[src/rtl/instr_prefetch_unit_if.sv]
// Bus bundle for the instruction prefetch unit.
//   imem_req_*  : fetch request channel to instruction memory (valid/ready)
//   imem_rsp_*  : in-order response channel from memory (no backpressure)
//   redirect*   : branch/jump redirect from decode
//   if_*        : instruction + PC+4 handoff to decode (valid/ready)
// master = prefetch unit side, slave = memory/decode side.
interface instr_prefetch_unit_if;
  logic        imem_req_valid;
  logic        imem_req_ready;
  logic [31:0] imem_req_addr;
  logic        imem_rsp_valid;
  logic [31:0] imem_rsp_data;
  logic        redirect;
  logic [31:0] redirect_pc;
  logic        if_valid;
  logic        if_ready;
  logic [31:0] if_instr;
  logic [31:0] if_pc4;

  modport master (
    output imem_req_valid, imem_req_addr, if_valid, if_instr, if_pc4,
    input  imem_req_ready, imem_rsp_valid, imem_rsp_data, redirect, redirect_pc, if_ready
  );

  modport slave (
    input  imem_req_valid, imem_req_addr, if_valid, if_instr, if_pc4,
    output imem_req_ready, imem_rsp_valid, imem_rsp_data, redirect, redirect_pc, if_ready
  );
endinterface

[src/rtl/instr_prefetch_unit.sv]
// Fetch-stage front end. Owns the PC, issues word fetches to a variable
// latency instruction memory, buffers returned words in a DEPTH-entry FIFO
// and hands {instruction, PC+4} to decode. Redirects flush the FIFO and
// drop every response still in flight.
// Ports:
//   Clk  - clock, rising edge
//   Rst  - asynchronous active-low reset
//   bus  - instr_prefetch_unit_if.master (imem request/response, redirect,
//          decode handoff)
module instr_prefetch_unit #(
  parameter int unsigned DEPTH    = 4,
  parameter logic [31:0] RESET_PC = 32'h0000_0000
) (
  input logic                   Clk,
  input logic                   Rst,
  instr_prefetch_unit_if.master bus
);

  localparam int unsigned AW = $clog2(DEPTH);
  localparam int unsigned CW = AW + 1;

  logic [31:0]   r_pc;
  logic [CW-1:0] r_count;
  logic [CW-1:0] r_outst;
  logic [CW-1:0] r_discard;
  logic [AW-1:0] r_rd_ptr;
  logic [AW-1:0] r_wr_ptr;
  logic [AW-1:0] r_tag_rd;
  logic [AW-1:0] r_tag_wr;
  logic [31:0]   r_instr [DEPTH];
  logic [31:0]   r_pc4   [DEPTH];
  logic [31:0]   r_tag   [DEPTH];

  logic [CW:0]   w_used;
  logic          w_req_valid;
  logic          w_fire;
  logic          w_rsp;
  logic          w_drop;
  logic          w_push;
  logic          w_pop;
  logic [CW-1:0] w_count_nxt;
  logic [CW-1:0] w_outst_nxt;
  logic [CW-1:0] w_discard_nxt;
  logic          w_unused_pc_lsbs;

  assign w_unused_pc_lsbs = ^bus.redirect_pc[1:0];

  // Queued plus in-flight words may never exceed DEPTH, so responses can
  // always be accepted without backpressure.
  assign w_used      = {1'b0, r_count} + {1'b0, r_outst};
  assign w_req_valid = Rst && !bus.redirect && (w_used < (CW+1)'(DEPTH));

  always_comb begin
    w_fire        = w_req_valid && bus.imem_req_ready;
    w_rsp         = bus.imem_rsp_valid;
    // A response in the redirect cycle is stale as well
    w_drop        = w_rsp && (bus.redirect || (r_discard != '0));
    w_push        = w_rsp && !w_drop;
    w_pop         = (r_count != '0) && bus.if_ready && !bus.redirect;
    w_outst_nxt   = r_outst + CW'(w_fire) - CW'(w_rsp);
    w_count_nxt   = r_count + CW'(w_push) - CW'(w_pop);
    w_discard_nxt = r_discard;
    if (bus.redirect) begin
      w_count_nxt   = '0;
      // Everything still outstanding after this cycle's response is stale
      w_discard_nxt = w_outst_nxt;
    end else if (w_rsp && (r_discard != '0)) begin
      w_discard_nxt = r_discard - CW'(1);
    end
  end

  always_ff @(posedge Clk or negedge Rst) begin
    if (!Rst) begin
      r_pc      <= RESET_PC;
      r_count   <= '0;
      r_outst   <= '0;
      r_discard <= '0;
      r_rd_ptr  <= '0;
      r_wr_ptr  <= '0;
      r_tag_rd  <= '0;
      r_tag_wr  <= '0;
      for (int unsigned i = 0; i < DEPTH; i++) begin
        r_instr[i] <= '0;
        r_pc4[i]   <= '0;
        r_tag[i]   <= '0;
      end
    end else begin
      r_count   <= w_count_nxt;
      r_outst   <= w_outst_nxt;
      r_discard <= w_discard_nxt;

      if (bus.redirect)
        r_pc <= {bus.redirect_pc[31:2], 2'b00};
      else if (w_fire)
        r_pc <= r_pc + 32'd4;

      // Tag queue tracks the address of every issued request, including
      // those later discarded, so it stays aligned with the response order.
      if (w_fire) begin
        r_tag[r_tag_wr] <= r_pc;
        r_tag_wr        <= r_tag_wr + 1'b1;
      end
      if (w_rsp)
        r_tag_rd <= r_tag_rd + 1'b1;

      if (w_push) begin
        r_instr[r_wr_ptr] <= bus.imem_rsp_data;
        r_pc4[r_wr_ptr]   <= r_tag[r_tag_rd] + 32'd4;
        r_wr_ptr          <= r_wr_ptr + 1'b1;
      end

      // Flush by catching the read pointer up; no push occurs in a redirect cycle
      if (bus.redirect)
        r_rd_ptr <= r_wr_ptr;
      else if (w_pop)
        r_rd_ptr <= r_rd_ptr + 1'b1;
    end
  end

  assign bus.imem_req_valid = w_req_valid;
  assign bus.imem_req_addr  = r_pc;
  assign bus.if_valid       = (r_count != '0);
  assign bus.if_instr       = r_instr[r_rd_ptr];
  assign bus.if_pc4         = r_pc4[r_rd_ptr];

  a_rsp_needs_outstanding: assert property (@(posedge Clk) disable iff (!Rst)
    bus.imem_rsp_valid |-> (r_outst != '0));
  a_credit_bound: assert property (@(posedge Clk) disable iff (!Rst)
    w_used <= (CW+1)'(DEPTH));
  a_discard_bound: assert property (@(posedge Clk) disable iff (!Rst)
    r_discard <= r_outst);

endmodule

[src/flat_wrapper.sv]
// flat-port wrapper written by rule: the top's interface ports become plain ports
module instr_prefetch_unit_flat 
#(
  parameter int unsigned DEPTH    = 4,
  parameter logic [31:0] RESET_PC = 32'h0000_0000
)
  (Clk, Rst, bus_imem_req_valid, bus_imem_req_addr, bus_if_valid, bus_if_instr, bus_if_pc4, bus_imem_req_ready, bus_imem_rsp_valid, bus_imem_rsp_data, bus_redirect, bus_redirect_pc, bus_if_ready);
  instr_prefetch_unit_if bus_i ();
  input logic Clk;
  input logic Rst;
  output wire logic [$bits(bus_i.imem_req_valid)-1:0] bus_imem_req_valid;
  output wire logic [$bits(bus_i.imem_req_addr)-1:0] bus_imem_req_addr;
  output wire logic [$bits(bus_i.if_valid)-1:0] bus_if_valid;
  output wire logic [$bits(bus_i.if_instr)-1:0] bus_if_instr;
  output wire logic [$bits(bus_i.if_pc4)-1:0] bus_if_pc4;
  input wire logic [$bits(bus_i.imem_req_ready)-1:0] bus_imem_req_ready;
  input wire logic [$bits(bus_i.imem_rsp_valid)-1:0] bus_imem_rsp_valid;
  input wire logic [$bits(bus_i.imem_rsp_data)-1:0] bus_imem_rsp_data;
  input wire logic [$bits(bus_i.redirect)-1:0] bus_redirect;
  input wire logic [$bits(bus_i.redirect_pc)-1:0] bus_redirect_pc;
  input wire logic [$bits(bus_i.if_ready)-1:0] bus_if_ready;
  assign bus_imem_req_valid = bus_i.imem_req_valid;
  assign bus_imem_req_addr = bus_i.imem_req_addr;
  assign bus_if_valid = bus_i.if_valid;
  assign bus_if_instr = bus_i.if_instr;
  assign bus_if_pc4 = bus_i.if_pc4;
  assign bus_i.imem_req_ready = bus_imem_req_ready;
  assign bus_i.imem_rsp_valid = bus_imem_rsp_valid;
  assign bus_i.imem_rsp_data = bus_imem_rsp_data;
  assign bus_i.redirect = bus_redirect;
  assign bus_i.redirect_pc = bus_redirect_pc;
  assign bus_i.if_ready = bus_if_ready;
  instr_prefetch_unit #(.DEPTH(DEPTH), .RESET_PC(RESET_PC)) u_core (.Clk(Clk), .Rst(Rst), .bus(bus_i));
endmodule
[config.mk]
export PLATFORM = sky130hd
export DESIGN_NAME = instr_prefetch_unit_flat
export DESIGN_NICKNAME = d
export VERILOG_FILES = /design/src/rtl/instr_prefetch_unit_if.sv /design/src/rtl/instr_prefetch_unit.sv /design/src/flat_wrapper.sv
export SDC_FILE = /design/constraint.sdc
export NUM_CORES = 1
export LEC_CHECK = 0
export CAP_MARGIN = 20
export CORE_MARGIN = 2
export CORE_UTILIZATION = 40
export CTS_BUF_LIST = sky130_fd_sc_hd__clkbuf_2
export DETAILED_ROUTE_END_ITERATION = 7
export GPL_TIMING_DRIVEN = 0
export PLACE_DENSITY = 0.63
export SLEW_MARGIN = 20
export SYNTH_ARGS = -nofsm -noshare
export SYNTH_HDL_FRONTEND = slang
export SYNTH_SLANG_ARGS = --single-unit
[constraint.sdc]
create_clock -name Clk -period 5.7 [get_ports Clk]
set_input_delay 1.425 -clock Clk [delete_from_list [all_inputs] [get_ports Clk]]
set_output_delay 1.425 -clock Clk [all_outputs]
set_load 0.01 [all_outputs]
# Yosys cells after proc, flatten, opt, wreduce, memory -nomap -nowiden
# Index checks and enable logic that the tools add are counted.
# totals
reg_bits	433
out_inout_bits	98
# classes
add_sub_neg	12
magnitude_cmp	7
mux	23
bitwise	4
reduce_logical	18
# ops
op	n
$bwmux W128	3
$mux W32	10
$bmux W32 S2	3
$demux W32 S2	2
$add A32 B3 Y32 const B	2
$ge A3 B3 Y1 const B	4
$not A2 Y3	4
$logic_and A1 B1 Y1	10
$mux W3	3
$add A2 B1 Y2 const B	4
$add A3 B1 Y3	2
$lt A3 B1 Y1 const B	2
$reduce_bool A2 Y1	3
$reduce_bool A3 Y1	2
$sub A3 B1 Y3	2
$add A3 B3 Y4	1
$lt A4 B3 Y1 const B	1
$mux W2	2
$sub A3 B1 Y3 const B	1
$logic_not A1 Y1	2
$logic_or A1 B1 Y1	1

# Longest topological paths before layout
# depth
depth_word	8
depth_mapped	11

# Least setup slack after synthesis
# No wires, ideal clock.
# synth_timing
kind	input to output
start	input port bus_redirect
end	output port bus_imem_req_valid
arrival_time_ps	2118
required_ps	4275
path_slack_ps	2157
stages	3
path_buffers	1
path_cell_list	clkbuf_1 > nor4_1 > and3_1
# synth_via
elab_chain_cells	3
# synth_rtl
item	line	text
from (decl)	flat_wrapper.sv:19	input wire logic [$bits(bus_i.redirect)-1:0] bus_redirect;
$logic_not A1 Y1	instr_prefetch_unit.sv:51	assign w_req_valid = Rst && !bus.redirect && (w_used < (CW+1)'(DEPTH));
$logic_and A1 B1 Y1 (2 in series)	instr_prefetch_unit.sv:51	
to (decl)	flat_wrapper.sv:11	output wire logic [$bits(bus_i.imem_req_valid)-1:0] bus_imem_req_valid;
# No other way between the ends.

# Final worst setup path
# layout_timing
start	register u_core.r_rd_ptr[0]
end	output port bus_if_pc4[11]
# layout_via
elab_chain_cells	4
# layout_rtl
item	line	text
from (decl)	instr_prefetch_unit.sv:26	logic [AW-1:0] r_rd_ptr;
from (signal assigned)	instr_prefetch_unit.sv:114	r_rd_ptr <= r_wr_ptr;
from (signal assigned)	instr_prefetch_unit.sv:116	r_rd_ptr <= r_rd_ptr + 1'b1;
$not A2 Y3 (implied by the code)	instr_prefetch_unit.sv:124	assign bus.if_pc4 = r_pc4[r_rd_ptr];
$bmux W32 S2	instr_prefetch_unit.sv:124	
$mux W32 (implied by the code) (2 in series)	instr_prefetch_unit.sv:124	
to (decl)	flat_wrapper.sv:15	output wire logic [$bits(bus_i.if_pc4)-1:0] bus_if_pc4;
# No other way between the ends. The select of a mux whose other input is x is not followed.

==> flow_summary.toml <==
[grt]
grt_max_degree = 104
grt_pass1_wl_um = 75400
grt.total_usage_pct = 19.5
grt_pass1_vias = 13600
globalRoute.totalOverflow = 0
grt_antenna_before_repair = 2

[finish]
footprint_of_the_flip_flops_and_latches_um2 = 10400
fillers = 4231
fin_nets = 1789
drive_above_1_share_pct = 31.1
multi_input_comb_area_um2 = 8120
post-route-cell-area_um2 = 22400
area_growth_syn_to_layout_pct = 17.8
layout.cells.non_filler = 2377

[timing]
timing.clock.skew_ns = 0.0909
clock.fmax_mhz = 188
period_minus_slack_ns = 5.32
slew_viol_final = 0
timing_worst_slew_pin_value_ns = 0.935
rsz0062_at_grt = "no"
hold_violations = 0
setup_viol = 0
period_utilization_pct = 93.3
fin_worst_hold_slack_ns = 0.252
slew-limit-headroom_pct = 37.7

[synthesis]
syn_area_um2 = 19100
yosys.area_share.simple_pct = 7.66
seq_area_frac_synth_pct = 54.5
yosys.area_share.xor_xnor_pct = 2.14
largest_family_of_logic_cells_by_synthesized_area = "multiplexers"
edff_count_synth = 0
netlist.area_leader.share_pct = 54.5
yosysWarnings = 0
yosysUniqueCellTypes = 58
dominantRegCellSynth = "dfrtp_1"
ys_top_cells_by_count = "dfrtp_1, mux2_2, nand2_1"
netlist_instances = 1424
syn-mean-instance-area_um2 = 13.4
synthesized_area_fraction_occupied_by_ao_oa_aoi_and_oai_cells_pct = 5.57
ys_seq_elements = 415
synth_most_common_cell = "dfrtp_1"
arithmetic_cell_share_of_the_synthesized_area_counting_full_adders_half_adders_and_majority_gates_pct = 1.39
asyncSetResetFlopFracSynth_pct = 100
synth_area_leader_cell = "dfrtp_1"
synthTopCellsByArea = "dfrtp_1, mux2_2, mux4_2"
synthMuxAreaShare_pct = 25.8

[placed_design]
port_buffers = 160
gp_congestion = 0.837
placed_cells = 2198
post_dp_cell_area_um2 = 21500
dp_hpwl_um = 32300

[routing]
route.vias.total = 12800
route.antenna.remaining_nets = 0
routed.top_layer = "met4"
detail_route.wirelength_um = 46900
drt-wirelength-per-cell_um = 19.7
wl_met3_um = 2240
wl_met1_um = 21200
routed-wl-met2_um = 22400
route.detailed.vias_per_inst = 5.37
route.detailed.drc = 0
detailedRoute.firstPassIterationCount = 7
number_of_drc_markers_in_iteration_0 = 674

[status]
run_status = "completed"

[clocking]
cts_post_setup_buffers_inserted = 0
clock-root-buffer = "clkbuf_2"
cts_repair_resize_count = 0
worstSkewPairLatency_ns = 1.07
clkSinkCount = 415
total_cts_buffers = 106
tritoncts = "built"
h-tree-depth = 3
ctsHoldBuffers = 0
cts.path.max_buffers = 3
cts.clk_slew.worst_paths_ns = 0.11

[min_path]
hold_path_class = "in -> async"

[power]
power_frac_comb_pct = 39.4
power.leakage_uw = 0.0101
power.switching_fraction_pct = 34.7
clockPowerShare_pct = 17.9
power_density_nw_per_um2 = 483
seq_power_share_pct = 42.7
power.net_switching_uw = 3760
cell_internal_pwr_uw = 7080
irDropWorstVdd_mv = 0.150

[setup_path]
timing.critical_path.arrival_ns = 3.89
timing.reg2reg.setup_slack_ns = 2.65
crit_fanout = 10
critical_path_class = "reg -> out"
start_kind = "flop"
worstPathRequired_ns = 4.28
endpoint_kind = "primary output"

[floorplan]
die_y_um = 222
io-pin-count = 168
rows = 79
core_area_um2 = 46800
die_width_um = 222
starting_density_of_the_core_pct = 40.7
design.die.area_um2 = 49400

[run]
drv_cap = 0
[final cells by class]
cell class,count,share of cell area (%)
multi-input cells,889,36.2
repair buffers,164,7.65
clock inverters,23,0.541
inverters,22,0.368
flip-flops and latches,415,46.3
plain buffers,101,2.13
well taps,607,3.39
diodes,3,0.0335
clock buffers,153,3.41
[metrics by stage]
step | total power, uW | util (%) | worst slack [ns] | TNS (ns)
after detailed placement | 9010 | 46.1 | 1.26 | 0
after CTS | 11000 | 48.0 | 0.167 | 0
after floorplan | 7340 | - | 2.16 | 0
final | 10800 | 48.0 | 0.383 | 0
after global placement | 8850 | 45.8 | -15.75 | -8476.57
after global routing | 11600 | 48.0 | 0.0439 | 0
[kinds of logic after synthesis]
kind of cell,after synthesis
flops,415
mux,342
buf+inv,123
simple gates,290
compound gates,189
other cells,1
xor+xnor,44
fa+ha+maj,20
[path summary, 6_finish.rpt]
path                                  endpoint               start  cells after the start
min in group Clk              u_core.r_pc4[75]    u_core.r_pc4[75]                      2
setup reg to reg           u_core.r_discard[1]   u_core.r_outst[2]                     10
hold / removal             u_core.r_instr[118]                 Rst                      1
max in group asynchronous     u_core.r_tag[47]                 Rst                      3
hold reg to reg               u_core.r_pc4[75]    u_core.r_pc4[75]                      2
setup / recovery                bus_if_pc4[11]  u_core.r_rd_ptr[0]                      4
[routing by layer]
layer  up-vias  global-route usage (%)
met5         -                       0
met1      6540                    26.3
met2       369                    31.1
li1       5773                       -
met3        88                    4.34
met4         0                    6.54
[placed cells by master, fill, tap and decap left out, types with 5 or more instances in the layout]
cell               n
dfrtp_1          415
mux2_2           249
nand2_1          174
clkdlybuf4s50_1  159
clkbuf_2         153
o21ai_0          118
mux4_2            86
clkbuf_1          70
o21ai_1           36
xor2_1            23
inv_1             22
nor2_1            20
clkinv_1          19
nand3_1           18
xnor2_1           18
ha_1              18
buf_2             14
nand4_1           13
o311ai_0          10
a221o_1            9
and3_1             8
buf_4              6
buf_1              6
mux4_1             6
nor3_2             6
and2_1             6
nor3_1             6
a31oi_1            6
nor4_1             5
[state kept, by name (all words and copies together), names as in the netlist]
register	cells
u_core.bus.imem_req_addr	30
u_core.r_count	3
u_core.r_discard	3
u_core.r_instr	128
u_core.r_outst	3
u_core.r_pc4	120
u_core.r_rd_ptr	2
u_core.r_tag	120
u_core.r_tag_rd	2
u_core.r_tag_wr	2
u_core.r_wr_ptr	2
[critical path: stages (launching register included)]
cell and delay [ns]:
dfrtp_1 0.34, clkbuf_1 0.61, buf_1 0.76, mux4_2 0.63, clkdlybuf4s50_1 0.56
[power by group through the flow]
stage	sequential [uW]	clock (uW)	combinational (uW)
floorplan	4480	0	2850
global placement	4630	0	4220
detailed placement	4680	0	4330
CTS	4620	2020	4340
global route	4760	2190	4650
finish	4630	1940	4280
No activity file was read; power rests on OpenSTA's default activity.
